[config.mk]
export PLATFORM = sky130hd
export DESIGN_NAME = mod_counter
export DESIGN_NICKNAME = d
export VERILOG_FILES = /design/src/rtl/counter_pkg.sv /design/src/rtl/mod_counter.sv
export SDC_FILE = /design/constraint.sdc
export NUM_CORES = 1
export LEC_CHECK = 0
export CAP_MARGIN = 20
export CORE_UTILIZATION = 50
export DETAILED_ROUTE_END_ITERATION = 10
export HOLD_SLACK_MARGIN = 0.15
export PLACE_DENSITY = 0.77
export SLEW_MARGIN = 10
export SYNTH_ARGS = -nofsm -noshare
export SYNTH_HDL_FRONTEND = slang
export SYNTH_SLANG_ARGS = --single-unit
[constraint.sdc]
create_clock -name clk -period 2.8 [get_ports clk]
set_input_delay 0.56 -clock clk [delete_from_list [all_inputs] [get_ports clk]]
set_output_delay 0.56 -clock clk [all_outputs]
set_load 0.005 [all_outputs]
[src/rtl/counter_pkg.sv]
// Shared types and helpers for the programmable modulus counter.
package counter_pkg;

    typedef enum logic [1:0] {
        CNT_IDLE,
        CNT_RUN,
        CNT_DONE
    } cnt_state_e;

    localparam logic DIR_UP   = 1'b0;
    localparam logic DIR_DOWN = 1'b1;

    // Largest limit representable in a w-bit counter (saturates at 32 bits).
    function automatic int unsigned max_limit(input int unsigned w);
        if (w >= 32) begin
            return 32'hFFFF_FFFF;
        end
        return (32'd1 << w) - 32'd1;
    endfunction

endpackage

[src/rtl/mod_counter.sv]
// Runtime-programmable modulus counter with up/down direction, load,
// start/stop/one-shot control and a registered terminal-count pulse.
// Optional feature macro: MOD_COUNTER_CAPTURE_EN adds a count capture port.
module mod_counter
    import counter_pkg::*;
#(
    parameter int unsigned W         = 8,
    parameter int unsigned RST_LIMIT = max_limit(W)
) (
    input  logic         clk,
    input  logic         rst,
    input  logic         start,
    input  logic         stop,
    input  logic         en,
    input  logic         dir,
    input  logic         oneshot,
    input  logic [W-1:0] limit,
    input  logic         load,
    input  logic [W-1:0] load_val,
`ifdef MOD_COUNTER_CAPTURE_EN
    input  logic         capture,
    output logic [W-1:0] cap_val,
    output logic         cap_valid,
`endif
    output logic [W-1:0] count,
    output logic         tc,
    output logic         busy,
    output logic         done
);

    localparam logic [W-1:0] ONE = W'(1);

    // RST_LIMIT only documents the helper-reported default; reject nonsense values.
    if (RST_LIMIT > max_limit(W)) begin : g_bad_rst_limit
        $error("mod_counter: RST_LIMIT exceeds the W-bit range");
    end

    cnt_state_e   state_q, state_d;
    logic [W-1:0] count_q, count_d;
    logic         tc_q, tc_d;

    logic         terminal;
    logic [W-1:0] load_clamped;
    logic [W-1:0] restart_val;

    // Next state / next count / terminal decision, priority load > stop > start > step.
    always_comb begin
        state_d      = state_q;
        count_d      = count_q;
        tc_d         = 1'b0;
        load_clamped = (load_val > limit) ? limit : load_val;
        restart_val  = (dir == DIR_DOWN) ? limit : '0;
        // >= on the up path makes a limit lowered below count terminate instead of overflowing.
        terminal     = (dir == DIR_DOWN) ? (count_q == '0) : (count_q >= limit);

        if (load) begin
            count_d = load_clamped;
        end else if (stop && (state_q == CNT_RUN)) begin
            state_d = CNT_IDLE;
        end else if (start && (state_q != CNT_RUN)) begin
            state_d = CNT_RUN;
            count_d = restart_val;
        end else if ((state_q == CNT_RUN) && en) begin
            if (terminal) begin
                tc_d = 1'b1;
                if (oneshot) begin
                    state_d = CNT_DONE;
                end else begin
                    count_d = restart_val;
                end
            end else if (dir == DIR_DOWN) begin
                count_d = count_q - ONE;
            end else begin
                count_d = count_q + ONE;
            end
        end
    end

    // State, count and terminal-count registers.
    always_ff @(posedge clk or posedge rst) begin
        if (rst) begin
            state_q <= CNT_IDLE;
            count_q <= '0;
            tc_q    <= 1'b0;
        end else begin
            state_q <= state_d;
            count_q <= count_d;
            tc_q    <= tc_d;
        end
    end

`ifdef MOD_COUNTER_CAPTURE_EN
    logic [W-1:0] cap_val_q, cap_val_d;
    logic         cap_valid_q, cap_valid_d;
    logic         start_taken;

    // Capture snapshot: an accepted start clears validity, capture on the same edge re-arms it.
    always_comb begin
        cap_val_d   = cap_val_q;
        cap_valid_d = cap_valid_q;
        start_taken = !load && !(stop && (state_q == CNT_RUN))
                      && start && (state_q != CNT_RUN);
        if (start_taken) begin
            cap_valid_d = 1'b0;
        end
        if (capture) begin
            cap_val_d   = count_q;
            cap_valid_d = 1'b1;
        end
    end

    // Capture registers.
    always_ff @(posedge clk or posedge rst) begin
        if (rst) begin
            cap_val_q   <= '0;
            cap_valid_q <= 1'b0;
        end else begin
            cap_val_q   <= cap_val_d;
            cap_valid_q <= cap_valid_d;
        end
    end

    assign cap_val   = cap_val_q;
    assign cap_valid = cap_valid_q;
`endif

    assign count = count_q;
    assign tc    = tc_q;
    assign busy  = (state_q == CNT_RUN);
    assign done  = (state_q == CNT_DONE);

endmodule
# After elaboration in Yosys (flattened, before gate mapping)
# Index checks and enable logic that the tools add are counted.
[classes]
addsub = 2
magnitude_cmp = 2
eq_ne = 5
muxes = 20
n_bitwise = 1
n_reduce_logical = 10
[ops]
columns = ["op", "count"]
rows = [
  ["2-to-1 mux 8 bit", 9],
  ["nonzero test 3 bit", 4],
  ["2-to-1 mux 2 bit", 5],
  ["adder 8 x 1 -> 8 bit, second input constant", 1],
  ["greater-or-equal comparator 8 bit", 1],
  ["greater-than comparator 8 bit", 1],
  ["logical NOT 8 bit", 1],
  ["subtractor 8 x 1 -> 8 bit, second input constant", 1],
  ["2-to-1 mux 1 bit", 6],
  ["inequality test 4 x 3 -> 1 bit, second input constant", 1],
  ["AND reduction 4 bit", 1],
  ["logical AND 1 bit", 3],
  ["AND reduction 3 bit", 1],
  ["== test 2 x 1 -> 1 bit, second input constant", 1],
  ["== test 2 bit, second input constant", 1],
  ["inequality test 2 x 1 -> 1 bit, second input constant", 1],
  ["inequality test 2 bit, second input constant", 1],
  ["inverter 1 bit", 1],
]
[totals]
ff_bits = 11
input_bits = 24
output_inout_bits = 11
elab_cells = 43

# Logic depth before layout (Yosys ltp)
[depth]
depth_word = 7
mapped_depth = 10
depth_no_buf = 9

# Worst setup path after synthesis
# OpenSTA, ideal clock, no wires.
[synth_path]
kind = "input to register"
startpoint = "input limit[6]"
endpoint = "register count_q[2] (netlist: count[2])"
setup_time_ns = 0.141
arrival_ns = 2.203
required_time_ns = 2.659
setup_slack_ns = 0.456
path_stages = 8
path_buffers = 0
path_cell_list = "inv_1 > ha_1 > a21o_1 > a2111oi_4 > a21boi_4 > a31o_4 > a221oi_1 > a221oi_1"
[synth_between]
elab_chain_len = 7
elab_cells_between_ends = 11
cone_classes = "2 x order compare; 1 x eq/ne; 7 x mux; 1 x reduce/logical"
[synth_lines]
columns = ["element", "line_no", "source"]
rows = [
  ["start, declared", "mod_counter.sv:17", "input logic [W-1:0] limit,"],
  ["greater-or-equal comparator 8 bit", "mod_counter.sv:54", "terminal = (dir == DIR_DOWN) ? (count_q == '0) : (count_q >= limit);"],
  ["2-to-1 mux 1 bit", "mod_counter.sv:54", ""],
  ["2-to-1 mux 8 bit", "mod_counter.sv:64", "if (terminal) begin"],
  ["2-to-1 mux 8 bit", "mod_counter.sv:63", "end else if ((state_q == CNT_RUN) && en) begin"],
  ["2-to-1 mux 8 bit", "mod_counter.sv:60", "end else if (start && (state_q != CNT_RUN)) begin"],
  ["2-to-1 mux 8 bit", "mod_counter.sv:58", "end else if (stop && (state_q == CNT_RUN)) begin"],
  ["2-to-1 mux 8 bit", "mod_counter.sv:56", "if (load) begin"],
  ["end signal, assigned", "mod_counter.sv:87", "count_q <= count_d;"],
  ["end, declared", "mod_counter.sv:39", "logic [W-1:0] count_q, count_d;"],
]
# Parallel ways exist; a longest one is shown, timed or not. The select of a mux whose other input is x is not followed.
# A chain may end at the register's enable or synchronous reset.

# Worst setup path after layout
[layout_path]
startpoint = "input limit[6]"
endpoint = "register count_q[3] (netlist: count[3])"
# The elaborated chain is that of the path after synthesis.

==> impl_metrics.toml <==
[logic_synthesis]
postSynthAreaPerCell_um2 = 8.59
synth_edf_count = 0
synth_seq_area_share_pct = 18.4
synth_cells = 174
ys_top_cells_by_area = "dfrtp_1, ha_1, mux2i_1, inv_1, a21oi_1"
ys_async_sr_fraction_pct = 100
synth.most_common_cell = "ha_1"
synth_seq_cells = 11
yosysWarnings = 0
synth.cell_area_um2 = 1490
synthFlopType = "dfrtp_1"
yosysTopAreaCell = "dfrtp_1"
syn_nets = 221
yosys-top-cells-count = "ha_1, inv_1, a21oi_1, nand2_1, dfrtp_1"
synth_top_area_share_pct = 18.4
synth_cell_types = 50

[clocking]
cts.clk_slew.worst_paths_ns = 0.08
hold_buffers = 0
clkLatencyLatePin_ns = 0.30
cts_buffer_depth = 2
cts_made_buffers = 3
cts-root-buf = "clkbuf_4"
cts_sinks = 11
cts_max_level = 1
cts_tree = "built"

[global_route]
grt_max_degree = 16
grtUsageTotal_pct = 31.7
antenna_found_initial = 0
grt_pass1_vias = 1695
grt_overflow = 0
grt_pass1_wl_mm = 7.76

[placement]
io_buffers = 34
dp.final_hpwl_mm = 3.68
place.gp.congestion = 0.875

[layout]
drive_above_1_share_pct = 20.5
multi_input_area_um2 = 1170
seqCellArea_um2 = 275
final_net_count = 287
antennaDiodeCount = 0
fin_util_pct = 76.2
fillCellCount = 206
area_delta_synth_final_pct = 43.0

[job]
drv_cap = 0

[outcome]
status = "finished with violations"
violations = "DRC"

[pwr]
powerDensity_nw_per_um2 = 586
peakVddDrop_uv = 393
power_leakage_nw = 0.996

[timing]
finalCritPeriodShare_pct = 96.4
slew_headroom_pct = 63.5
clock.fmax_mhz = 371
rsz0062_at_grt = "no"
finalSetupViolations = 0
slew_violations = 0
min_period_ns = 2.70
finClkSkew_ns = 0.00430
fin_hold_ws_ns = 0.573
hold_viol = 0
worstMarginPinSlew_ns = 0.546

[critical_path]
r2r_start = "count[0]"
crit_required_ns = 2.98
startpoint = "limit[6]"
endpoint_kind = "flip-flop"
start_kind = "input port"
path_class = "in2reg"
worst-path-max-fanout = 7
worstPathArrival_ns = 2.88

[drt]
ant_nets = 0
via_count = 1642
routedWlPerCell_um = 16.8
drt_iter0_markers = 76
vias_per_cell = 6.08
post-route-drc-count = 6
drtPass1Iterations = 7
routed_wl_mm = 4.54

[die]
io_pins = 35
fp.dieH_um = 56.7
fp.dieW_um = 56.7
initial_core_util_pct = 53.3
die-area_um2 = 3210
fp-row-count = 19
core_area_um2 = 2810

[worst_hold_path]
hp-class = "in2async"
-- per-stage QoR --
step,TNS [ns],power [mW],std cells,setup slack (ns),instance area [um2]
4_1_cts,0,1.21,269,0.0893,2100
2_1_floorplan,0,0.745,174,0.456,1490
6_report,0,1.25,270,0.102,2140
5_1_grt,0,1.35,270,0.00493,2140
3_3_place_gp,-0.529,1.05,265,-0.0994,2080
3_5_place_dp,-1.28,1.09,265,-0.201,2080
-- worst max-delay path, stage by stage --
cell,delay [ns]
clkdlybuf4s50_1,0.48
inv_1,0.06
ha_1,0.32
a21o_1,0.22
a2111oi_4,0.48
nand2_2,0.15
a31o_4,0.29
a222oi_1,0.33
-- layout by cell type (no fill, tap or decap), types with 6 or more instances in the layout --
cell type and n:
mux2i_1 8, nor2_1 9, a21oi_1 11, inv_1 19, clkdlybuf4s50_1 34, dfrtp_1 11
nand2_1 12, xnor2_1 6, ha_1 22, o21ai_0 9, buf_4 29
-- cell type report --
class                      count  share of cell area [%]
multi-input combinational    142                    54.6
timing repair buffer          63                    26.1
sequential                    11                    12.9
inverter                      19                    3.34
tap                           31                    1.81
clock buffer                   4                    1.23
-- report_power, final --
part           switching (mW)  internal [mW]  leakage (nW)
combinational           0.411          0.442         0.849
sequential             0.0750          0.201         0.132
clock                  0.0676         0.0557        0.0150
total                   0.554          0.699         0.996
-- kinds of logic (layout without fill, tap and decap cells) --
group,after synthesis,count (layout),synth area share [%]
compound gates,58,58,31.0
simple gates,45,45,15.2
xor+xnor,6,6,3.52
buf+inv,21,86,5.28
mux,10,10,6.87
fa+ha+maj,23,23,19.8
flops,11,11,18.4
-- repair_timing --
item | CTS | global route
hold endpoints to repair | 0 | 0
gates resized for setup | 0 | 6
buffers inserted | 0 | 1
endpoints found under the setup margin | 0 | 4
-- registers in the layout, summed over array words and instances (netlist names) --
| signal | flops |
|---|---|
| count | 8 |
| state_q | 2 |
| tc | 1 |
-- per-layer routing --
layer	up-vias	wire, um	GRT usage (%)
met5	-	0	0
met4	0	130	15.4
met3	12	263	3.23
met2	61	2190	54.1
met1	781	1950	39.6
li1	788	-	-
-- final timing paths --
| path | slack [ns] | cells past startpoint | to |
|---|---|---|---|
| min | 0.57 | 2 | count[1] |
| min in group clk | 0.60 | 2 | state_q[0] |
| max | 0.10 | 8 | count[3] |
| max reg2reg | 0.34 | 9 | count[3] |
| max in group asynchronous | 1.90 | 2 | count[0] |
| min reg2reg | 0.60 | 2 | state_q[0] |
Note: power is estimated with default switching activity, not from simulation.
